`src/rtl/float_to_fixed_if.sv`:
```
`default_nettype none
// ============================================================================
// Module      : float_to_fixed_if
// Description : Operand/result handshake bundle for the float-to-fixed converter.
// Revision    : 1.0 - initial release
// ============================================================================
interface float_to_fixed_if;
  logic [31:0] float_in;
  logic [7:0]  exp_in;
  logic        load_new;
  logic [31:0] fixed;
  logic        busy;
  logic        done;
  logic        overflow;

  modport master (
    output float_in, exp_in, load_new,
    input  fixed, busy, done, overflow
  );

  modport slave (
    input  float_in, exp_in, load_new,
    output fixed, busy, done, overflow
  );
endinterface
`default_nettype wire

```
`src/rtl/float_to_fixed.sv`:
```
`default_nettype none
// ============================================================================
// Module      : float_to_fixed
// Description : Iterative IEEE-754 single to 32-bit fixed converter,
//               fixed = trunc(float / 2^exp_in), one shift bit per cycle.
// Revision    : 1.0 - initial release
// ============================================================================
module float_to_fixed (
  input  wire logic         clk,
  input  wire logic         reset,
  float_to_fixed_if.slave   ctl
);

  typedef enum logic [1:0] {
    S_IDLE   = 2'd0,
    S_DECODE = 2'd1,
    S_SHIFT  = 2'd2,
    S_SIGN   = 2'd3
  } state_t;

  localparam logic [31:0] c_pos_sat = 32'h7FFF_FFFF;
  localparam logic [31:0] c_neg_sat = 32'h8000_0000;

  state_t      r_state;
  logic [31:0] r_float;
  logic [7:0]  r_exp;
  logic [31:0] r_mag;
  logic [4:0]  r_cnt;
  logic        r_left;
  logic        r_sat;
  logic [31:0] r_fixed;
  logic        r_busy;
  logic        r_done;
  logic        r_ovf;

  logic              w_sign;
  logic [7:0]        w_e;
  logic [22:0]       w_mant;
  logic [23:0]       w_sig;
  logic signed [9:0] w_k;
  logic [4:0]        w_rn;
  logic [31:0]       w_sat_val;
  logic              w_exact_min;

  logic [31:0] w_dec_mag;
  logic [4:0]  w_dec_n;
  logic        w_dec_left;
  logic        w_dec_sat;

  assign w_sign      = r_float[31];
  assign w_e         = r_float[30:23];
  assign w_mant      = r_float[22:0];
  assign w_sig       = {1'b1, w_mant};
  // Net binary-point shift: positive means shift left, negative means right.
  assign w_k         = $signed({2'b00, w_e}) - 10'sd150 - $signed({{2{r_exp[7]}}, r_exp});
  assign w_rn        = 5'(10'sd0 - w_k);
  assign w_sat_val   = w_sign ? c_neg_sat : c_pos_sat;
  assign w_exact_min = w_sign && (w_mant == 23'd0);

  always_comb begin
    w_dec_mag  = 32'd0;
    w_dec_n    = 5'd0;
    w_dec_left = 1'b0;
    w_dec_sat  = 1'b0;
    if (w_e == 8'd0) begin
      w_dec_mag = 32'd0;
    end else if (w_e == 8'hFF) begin
      w_dec_sat = 1'b1;
      w_dec_mag = (w_mant != 23'd0) ? c_pos_sat : w_sat_val;
    end else if ((w_k > 10'sd8) || ((w_k == 10'sd8) && !w_exact_min)) begin
      w_dec_sat = 1'b1;
      w_dec_mag = w_sat_val;
    end else if (w_k >= 10'sd0) begin
      w_dec_mag  = {8'd0, w_sig};
      w_dec_n    = w_k[4:0];
      w_dec_left = 1'b1;
    end else if (w_k >= -10'sd23) begin
      w_dec_mag  = {8'd0, w_sig};
      w_dec_n    = w_rn;
      w_dec_left = 1'b0;
    end
  end

  always_ff @(posedge clk or posedge reset) begin
    if (reset) begin
      r_state <= S_IDLE;
      r_float <= 32'd0;
      r_exp   <= 8'd0;
      r_mag   <= 32'd0;
      r_cnt   <= 5'd0;
      r_left  <= 1'b0;
      r_sat   <= 1'b0;
      r_fixed <= 32'd0;
      r_busy  <= 1'b0;
      r_done  <= 1'b0;
      r_ovf   <= 1'b0;
    end else begin
      case (r_state)
        S_IDLE: begin
          if (ctl.load_new) begin
            r_float <= ctl.float_in;
            r_exp   <= ctl.exp_in;
            r_busy  <= 1'b1;
            r_done  <= 1'b0;
            r_state <= S_DECODE;
          end
        end
        S_DECODE: begin
          r_mag   <= w_dec_mag;
          r_cnt   <= w_dec_n;
          r_left  <= w_dec_left;
          r_sat   <= w_dec_sat;
          r_state <= (w_dec_n != 5'd0) ? S_SHIFT : S_SIGN;
        end
        S_SHIFT: begin
          r_mag <= r_left ? (r_mag << 1) : (r_mag >> 1);
          r_cnt <= r_cnt - 5'd1;
          if (r_cnt == 5'd1) begin
            r_state <= S_SIGN;
          end
        end
        S_SIGN: begin
          // Saturated values are already signed; a zero magnitude negates to 0.
          r_fixed <= r_sat ? r_mag : (w_sign ? (32'd0 - r_mag) : r_mag);
          r_ovf   <= r_sat;
          r_busy  <= 1'b0;
          r_done  <= 1'b1;
          r_state <= S_IDLE;
        end
        default: r_state <= S_IDLE;
      endcase
    end
  end

  assign ctl.fixed    = r_fixed;
  assign ctl.busy     = r_busy;
  assign ctl.done     = r_done;
  assign ctl.overflow = r_ovf;

endmodule
`default_nettype wire

```
`src/flat_wrapper.sv`:
```
// flat-port wrapper written by rule: the top's interface ports become plain ports
module float_to_fixed_flat 
  (clk, reset, ctl_float_in, ctl_exp_in, ctl_load_new, ctl_fixed, ctl_busy, ctl_done, ctl_overflow);
  float_to_fixed_if ctl_i ();
  input  wire logic clk;
  input  wire logic reset;
  input wire logic [$bits(ctl_i.float_in)-1:0] ctl_float_in;
  input wire logic [$bits(ctl_i.exp_in)-1:0] ctl_exp_in;
  input wire logic [$bits(ctl_i.load_new)-1:0] ctl_load_new;
  output wire logic [$bits(ctl_i.fixed)-1:0] ctl_fixed;
  output wire logic [$bits(ctl_i.busy)-1:0] ctl_busy;
  output wire logic [$bits(ctl_i.done)-1:0] ctl_done;
  output wire logic [$bits(ctl_i.overflow)-1:0] ctl_overflow;
  assign ctl_i.float_in = ctl_float_in;
  assign ctl_i.exp_in = ctl_exp_in;
  assign ctl_i.load_new = ctl_load_new;
  assign ctl_fixed = ctl_i.fixed;
  assign ctl_busy = ctl_i.busy;
  assign ctl_done = ctl_i.done;
  assign ctl_overflow = ctl_i.overflow;
  float_to_fixed u_core (.clk(clk), .reset(reset), .ctl(ctl_i));
endmodule
```
`config.mk`:
```
export PLATFORM = sky130hd
export DESIGN_NAME = float_to_fixed_flat
export DESIGN_NICKNAME = d
export VERILOG_FILES = /design/src/rtl/float_to_fixed_if.sv /design/src/rtl/float_to_fixed.sv /design/src/flat_wrapper.sv
export SDC_FILE = /design/constraint.sdc
export NUM_CORES = 1
export LEC_CHECK = 0
export ABC_AREA = 1
export CORE_MARGIN = 4
export CORE_UTILIZATION = 45
export CTS_CLUSTER_DIAMETER = 60
export CTS_CLUSTER_SIZE = 28
export DETAILED_ROUTE_END_ITERATION = 7
export PLACE_DENSITY = 0.67
export SLEW_MARGIN = 25
export SYNTH_ARGS = -nofsm -noshare
export SYNTH_HDL_FRONTEND = slang
export SYNTH_SLANG_ARGS = --single-unit
```
`constraint.sdc`:
```
create_clock -name clk -period 7.4 [get_ports clk]
set_clock_uncertainty 0.15 [all_clocks]
set_input_delay 1.85 -clock clk [delete_from_list [all_inputs] [get_ports clk]]
set_output_delay 1.85 -clock clk [all_outputs]
set_load 0.02 [all_outputs]
```
Word-level counts from Yosys, hierarchy flattened
Cells that the tools add are included.
{"block": "word_totals", "register_bits": 116, "word_cells": 73, "out_inout_bits": 35, "inputBits": 43}
{"block": "op_classes", "n_addsub": 5, "n_lt_le_gt_ge": 3, "reduce_logical": 14, "eq_ne": 8, "n_mux": 32}
{"operator": "32-bit two-way mux", "n": 9}
{"operator": "32-bit case mux with 2 select lines", "n": 1}
{"operator": "1-bit by 32-bit subtractor with 32-bit output (first input constant)", "n": 1}
{"operator": "5-bit two-way mux", "n": 5}
{"operator": "24-bit two-way mux", "n": 1}
{"operator": "23-bit zero test", "n": 1}
{"operator": "23-bit nonzero test", "n": 1}
{"operator": "10-bit by 5-bit equality test with 1-bit output (second input constant)", "n": 1}
{"operator": "10-bit by 1-bit >= comparator with 1-bit output (second input constant)", "n": 1}
{"operator": "10-bit by 6-bit >= comparator with 1-bit output (second input constant)", "n": 1}
{"operator": "10-bit by 5-bit greater-than comparator with 1-bit output (second input constant)", "n": 1}
{"operator": "1-bit two-way mux", "n": 10}
{"operator": "5-bit case mux with 2 select lines", "n": 1}
{"operator": "9-bit by 8-bit subtractor with 10-bit output", "n": 1}
{"operator": "8-bit by 8-bit subtractor with 9-bit output (second input constant)", "n": 1}
{"operator": "8-bit equality test (second input constant)", "n": 1}
{"operator": "8-bit zero test", "n": 1}
{"operator": "2-bit case mux with 4 select lines", "n": 1}
{"operator": "2-bit AND reduction", "n": 3}
{"operator": "5-bit by 1-bit equality test with 1-bit output (second input constant)", "n": 1}
{"operator": "5-bit nonzero test", "n": 1}
{"operator": "1-bit by 5-bit subtractor with 5-bit output (first input constant)", "n": 1}
{"operator": "5-bit by 1-bit subtractor with 5-bit output (second input constant)", "n": 1}
{"operator": "2-bit equality test (second input constant)", "n": 2}
{"operator": "other kinds (10)", "n": 14}

Longest topological paths before layout
Gate-level depths: netlist of the first run.
{"block": "depth", "word_depth": 11, "ltp_mapped": 22}

Worst setup path before layout of the first run
OpenSTA, ideal clock, no wires.
{"block": "synth_path", "path_kind": "input to register", "startpoint": "input ctl_load_new", "endpoint": "register u_core.r_exp[0]", "stages": 3, "setup_time_ps": 125, "required_time_ps": 7125, "setup_slack_ps": 4343, "arrival_time_ps": 2782, "cell_sequence": "nand2_1 > clkbuf_1 > mux2_2"}
{"block": "synth_between", "elab_chain_len": 1}
{"element": "start, declared", "line": "flat_wrapper.sv:9", "rtl": "input wire logic [$bits(ctl_i.load_new)-1:0] ctl_load_new;"}
{"element": "2-bit AND reduction (no source line)"}
{"element": "end signal, assigned", "line": "float_to_fixed.sv:102", "rtl": "r_exp <= ctl.exp_in;"}
{"element": "end, declared", "line": "float_to_fixed.sv:26", "rtl": "logic [7:0] r_exp;"}
No other way between the ends.
A chain may end at the register's enable or synchronous reset.

Worst setup path after layout of the first run
{"block": "layout_path", "startpoint": "register u_core.r_float[24]", "endpoint": "register u_core.r_mag[22]"}
{"block": "layout_between", "elab_chain_len": 9, "elab_cells_between_ends": 16}
{"element": "start, declared", "line": "float_to_fixed.sv:25", "rtl": "logic [31:0] r_float;"}
{"element": "start signal, assigned", "line": "float_to_fixed.sv:101", "rtl": "r_float <= ctl.float_in;"}
{"element": "8-bit by 8-bit subtractor with 9-bit output", "line": "float_to_fixed.sv:55", "rtl": "assign w_k = $signed({2'b00, w_e}) - 10'sd150 - $signed({{2{r_exp[7]}}, r_exp});"}
{"element": "9-bit by 8-bit subtractor with 10-bit output", "line": "float_to_fixed.sv:55"}
{"element": "10-bit by 6-bit >= comparator with 1-bit output / 10-bit by 5-bit equality test with 1-bit output (equally long branches)", "line": "float_to_fixed.sv:77, float_to_fixed.sv:70"}
{"element": "24-bit two-way mux / 1-bit logical AND (equally long branches)", "line": "float_to_fixed.sv:77, float_to_fixed.sv:70"}
{"element": "32-bit two-way mux / 1-bit logical OR (equally long branches)", "line": "float_to_fixed.sv:73, float_to_fixed.sv:70"}
{"element": "32-bit two-way mux", "line": "float_to_fixed.sv:70", "rtl": "end else if ((w_k > 10'sd8) || ((w_k == 10'sd8) && !w_exact_min)) begin"}
{"element": "32-bit two-way mux", "line": "float_to_fixed.sv:67", "rtl": "end else if (w_e == 8'hFF) begin"}
{"element": "32-bit two-way mux *", "line": "float_to_fixed.sv:65", "rtl": "if (w_e == 8'd0) begin"}
{"element": "32-bit case mux with 2 select lines *", "line": "float_to_fixed.sv:98", "rtl": "case (r_state)"}
{"element": "end signal, assigned", "line": "float_to_fixed.sv:109", "rtl": "r_mag <= w_dec_mag;"}
{"element": "end signal, assigned", "line": "float_to_fixed.sv:116", "rtl": "r_mag <= r_left ? (r_mag << 1) : (r_mag >> 1);"}
{"element": "end, declared", "line": "float_to_fixed.sv:27", "rtl": "logic [31:0] r_mag;"}
Every way passes the cells marked *; elsewhere a longest branch is shown, timed or not.

==> results of run 1 <==
-- critical path: cells and delay by family (launching register included) --
family	cells	cell delay, ns
buffers and inverters	2	0.10
and+or+nand+nor	8	1.15
DFF	1	0.43
adders and majority gates	2	0.59
xor gates and xnor gates	1	0.14
AOI/OAI and AO/OA	5	1.03
-- flip-flops by register name, summed over array words and instances, names as in the netlist --
register and count:
u_core.r_state 2, u_core.ctl.overflow 1, u_core.r_float 32, u_core.r_left 1
u_core.r_exp 8, u_core.ctl.fixed 32, u_core.ctl.busy 1, u_core.r_mag 32
u_core.ctl.done 1, u_core.r_cnt 5, u_core.r_sat 1
-- cell usage in the layout (no fill, tap or decap), types with 7 or more instances in the layout --
cell,Yosys,layout
inv_1,80,79
nand2_1,143,142
a21oi_2,19,19
a31oi_1,8,8
buf_4,0,7
a22oi_1,8,8
mux2_2,26,26
o21ai_0,49,49
clkbuf_16,0,17
clkdlybuf4s50_1,0,77
nand2_2,6,7
a21oi_1,37,37
ha_1,20,19
o21ai_2,20,20
nor2_1,105,105
nand4_1,8,8
nand3_1,28,28
nor3_1,7,7
a221oi_1,29,29
xor2_1,25,25
dfrtp_1,116,116
-- per-stage QoR --
step,instances,hold WS [ns],utilization [%]
final,1077,0.3261,56.29
after global routing,1077,0.3372,56.29
after CTS,1077,0.3328,56.27
after detailed placement,1045,0.3183,52.44
after global placement,1045,0.3159,52.44
after floorplan,812,0.3030,-
-- layer usage --
metal  vias to the layer above  track usage (%)  wire length [µm]
li1                       2865                -                 -
met1                      2559            28.39              7916
met2                       137            25.82              6311
met3                        15            4.634               737
met4                         0            5.082               165
met5                         -                0                 0
-- kinds of logic (layout without fill, tap and decap cells) --
logic type	after synthesis	after routing	synth area share, %
AO/OA/AOI/OAI	183	183	18.17
XOR/XNOR	31	31	3.996
flip-flops	116	116	42.72
AND/OR/NAND/NOR	317	317	19.68
buffers and inverters	118	199	7.144
multiplexers	26	26	4.309
adder cells (fa/ha/maj)	21	21	3.977
-- worst paths after layout --
path                       cells after the start  slack [ns]              endpoint
max in group asynchronous                      3        4.13    u_core.r_float[22]
min reg2reg                                    2        0.33  u_core.ctl.fixed[31]
max reg2reg                                   18        3.74      u_core.r_mag[22]
max                                           18        3.74      u_core.r_mag[22]
min in group asynchronous                      2        1.81  u_core.ctl.fixed[28]
min                                            2        0.33  u_core.ctl.fixed[31]
-- area by class of cell --
class | count | share of cell area [%]
multi-input cells | 578 | 41.39
flip-flops and latches | 116 | 35.22
clock inverters | 10 | 1.290
inverters | 83 | 3.810
well taps | 184 | 2.793
repair buffers | 84 | 9.988
clock buffers | 22 | 5.510
==> metrics.yaml, run 1 <==
startpoint: "u_core.r_float[24]"
worstHoldStart: "u_core.ctl.fixed[31]"
gp_congestion: 0.7947
h-tree-depth: 4
min_path_type: "flip-flop to flip-flop"
ys_top_cells_by_area: "dfrtp_1 (43%), nand2_1 (7.9%), nor2_1 (5.8%)"
postCtsSetupBuffers: 0
ctsResizeCount: 0
syn_area_um2: 6795
clock_latency_ns: 0.42
via_count: 5576
grtUsageTotal_pct: 18.50
tightest_slew_ns: 0.8951
area_delta_synth_final_pct: 21.30
final-setup-viol-count: 0
grt_pass1_wl_um: 25300
die_h_um: 130.9
dieArea_um2: 17130
synthFlopType: "dfrtp_1"
critPathLaunchType: "flip-flop"
io_buffers: 77
core_um2: 14640
critPathKind: "flip-flop to flip-flop"
vias_per_cell: 5.177
rsz0062_at_grt: "no"
grt_max_degree: 67
cts.sinks: 116
dp_hpwl_um: 10680
max_stage_delay_ns: 0.43
r2r_start: "u_core.r_float[24]"
wl_per_cell_um: 14.05
initial_utilization_pct: 46.40
clockRootBuffer: "clkbuf_16"
period_needed_ns: 3.664
critPathArrivalTime_ns: 3.86
hold_violations: 0
antenna_found_initial: 0
end_kind: "flip-flop"
wl_um: 15130
outcome: "complete, no violations"
yosys-top-cells-count: "nand2_1 (143), dfrtp_1 (116), nor2_1 (105), inv_1 (80), o21ai_0 (49)"
cts.clk_slew.worst_paths_ns: 0.06
syn_nets: 876
io_pins: 78
cp.required_ns: 7.59
drc: 0
yosysSeqAreaShare_pct: 42.72
antenna_left: 0
place_ws_ns: 3.594
synth_top_area_cell: "dfrtp_1"
post-synth-top-count-cell: "nand2_1"
nFillCells: 1340
ys_warn_count: 0
gr-total-overflow: 0
avgSynthCellArea_um2: 8.369
cts_buffers: 17
maxCapViolations: 0
syn_inst: 812
ys_async_sr_fraction_pct: 100.0
ys_ff_latch: 116
ctsHoldBuffers: 0
post_route_cells_drive_above_1_share_pct: 13.66
regArea_um2: 2903
crit_chain: "ha_1 -> o21ai_0 -> nand2_1 -> xor2_1 -> inv_1 -> ha_1 -> nand2_1 -> inv_1 -> a21oi_1 -> nand3_1 -> nand2_1 -> nand2_2 -> o21bai_4 -> nand2_2 -> nand3_2 -> nand2_4 -> o21ai_0 -> a21oi_1"
tns_ns: 0
grt_pass1_vias: 5123
max_freq_mhz: 272.9
multi_input_area_um2: 3412
cts_tree: "done"
cp_common_cell: "nand2_1"
synth_edf_count: 0
diodes: 0
placed_area_um2: 7680
finalMaxSlewViolations: 0
yosysTopAreaCellShare_pct: 42.72
first_iter_violations: 288
clk_path_buf_depth: 2
nets: 944
fin_ws_ns: 3.736
die_x_um: 130.9
period_share_pct: 49.51
final_area_um2: 8243
relSlewSlack_pct: 40.26
cp_max_fo: 24
crit_slowest_cell: "dfrtp_1"
yosysUniqueCellTypes: 40
first_pass_iters: 6
rows: 44
Power of run 1 is not shown: default switching activity piles up to over one toggle a cycle in this logic, so the estimate is an artifact.
==> run 2, diff against run 1 <==
==> constraint.sdc (replaced) <==
create_clock -name clk -period 3.7 [get_ports clk]
set_clock_uncertainty 0.15 [all_clocks]
set_input_delay 0.925 -clock clk [delete_from_list [all_inputs] [get_ports clk]]
set_output_delay 0.925 -clock clk [all_outputs]
set_load 0.02 [all_outputs]
==> run 2 against run 1 <==
  * First-iteration DRC count increased by 52%
  * Highest routed layer unchanged
  * Register-to-register slack got worse by 3.4 ns
  * Die area unchanged
  * Fmax increased by 9.2%
  * Sequential share of layout area down 0.53 points
  * Sequential cell count unchanged
  * Count of clock-buffer cells in the layout is 1 lower
  * Critical endpoint is now u_core.r_mag[0]
==> metrics.yaml, run 2 (synthesis gave the netlist of run 1 again) <==
first_pass_iters: 5
nets: 951
cts_tree: "done"
cts.clk_slew.worst_paths_ns: 0.06
cp_common_cell: "nand2_1"
grtUsageTotal_pct: 19.20
path_delay_family: "simple AND/OR/NAND/NOR gates"
max_freq_mhz: 298.2
grt_pass1_wl_um: 26180
outcome: "complete, no violations"
period_needed_ns: 3.354
cp_max_fo: 11
h-tree-depth: 4
wl_um: 15700
min_path_type: "flip-flop to flip-flop"
first_iter_violations: 437
clockRootBuffer: "clkbuf_16"
path_buf_inv: 3
end_kind: "flip-flop"
placed_area_um2: 7784
cts_buffers: 17
critPathLaunchType: "flip-flop"
dieArea_um2: 17130
via_count: 5678
final_common_cell: "nand2_1"
critPathArrivalTime_ns: 3.55
antenna_left: 0
tns_ns: 0
grt_max_degree: 53
wl_met3_um: 811
vias_per_cell: 5.238
area_delta_synth_final_pct: 23.16
io_buffers: 77
met1_length_um: 8075
wl_per_cell_um: 14.48
max_stage_delay_ns: 0.42
antenna_found_initial: 0
rsz0062_at_grt: "no"
grt_pass1_vias: 5273
rows: 44
top_layer_used: "met4"
final-setup-viol-count: 0
clock_latency_ns: 0.42
tightest_slew_ns: 0.9090
diodes: 0
hold_violations: 0
die_x_um: 130.9
drc: 0
io_pins: 78
nFillCells: 1320
period_share_pct: 90.64
clk_path_buf_depth: 2
post_route_cells_drive_above_1_share_pct: 14.44
gp_congestion: 0.8551
gr-total-overflow: 0
cts.sinks: 116
crit_slowest_cell: "dfrtp_1"
critPathKind: "flip-flop to flip-flop"
final_area_um2: 8369
initial_utilization_pct: 46.40
cp.required_ns: 3.90
dp_hpwl_um: 11320
maxCapViolations: 0
core_um2: 14640
wl_met2_um: 6578
relSlewSlack_pct: 39.33
die_h_um: 130.9
crit_chain: "ha_1 -> o21ai_1 -> nand2_1 -> xor2_1 -> inv_1 -> ha_1 -> nand2_1 -> inv_1 -> a21oi_1 -> nand3_1 -> nand2_1 -> nand2_2 -> o21bai_4 -> nand2_2 -> nand3_2 -> nand2_4 -> buf_4 -> o21ai_2 -> a21oi_2"
postCtsSetupBuffers: 0
mostFrequentLayoutCells: "nand2_1 (142), dfrtp_1 (116), nor2_1 (105)"
finalMaxSlewViolations: 0
[run 2: cell types whose count changed in the layout (fill, tap and decap cells not counted), sizes merged]
cell / before / now
clkbuf: 22 / 21
clkinvlp: 1 / 6
clkinv: 9 / 5
buf: 7 / 14
[run 2: path summary, 6_finish.rpt]
path | from | to | slack, ns | depth (start not counted)
setup / recovery | u_core.r_float[24] | u_core.r_mag[0] | 0.35 | 19
hold / removal | u_core.ctl.busy | u_core.ctl.busy | 0.33 | 2
setup reg to reg | u_core.r_float[24] | u_core.r_mag[0] | 0.35 | 19
hold reg to reg | u_core.ctl.busy | u_core.ctl.busy | 0.33 | 2
max in group asynchronous | reset | u_core.r_float[12] | 1.89 | 3
min in group asynchronous | reset | u_core.r_mag[29] | 0.83 | 2
[run 2: per-stage QoR]
stage / setup slack, ns / std cells / hold WS, ns / utilization [%]
final: 0.3462 / 1084 / 0.3305 / 57.15
after global routing: 0.07862 / 1084 / 0.3443 / 57.15
after CTS: 0.2523 / 1084 / 0.3367 / 57.15
after detailed placement: 0.3368 / 1052 / 0.3223 / 53.15
after global placement: 0.4694 / 1052 / 0.3123 / 53.15
after floorplan: 0.6463 / 812 / 0.3030 / -
[run 2: per-layer routing]
layer	global-route usage (%)	up-vias
met5	0	-
met4	6.352	0
met3	4.065	20
met2	27.14	149
met1	29.17	2631
li1	-	2878
[run 2: what timing repair did]
item	CTS	global route
setup endpoints to repair	0	13
endpoints found under the hold margin	0	0
hold buffers	0	0
gates resized for setup	0	1
[run 2: worst register-to-register path, cell delays in order, from the launching register on]
cell	delay [ns]
dfrtp_1	0.42
ha_1	0.25
o21ai_1	0.22
nand2_1	0.10
xor2_1	0.13
inv_1	0.06
ha_1	0.34
nand2_1	0.12
inv_1	0.05
a21oi_1	0.18
nand3_1	0.10
nand2_1	0.10
nand2_2	0.13
o21bai_4	0.24
nand2_2	0.07
nand3_2	0.10
nand2_4	0.17
buf_4	0.19
o21ai_2	0.07
a21oi_2	0.11
[run 2: final cells by class]
cell class,count,area [µm²],area share (%)
inverter,83,315.3,3.767
multi-input combinational,578,3410,40.74
clock buffer,21,460.4,5.502
tap,184,230.2,2.751
clock inverter,11,125.1,1.495
timing repair buffer,91,925.9,11.06
sequential,116,2903,34.68
Power of run 2 is left out for the same reason.
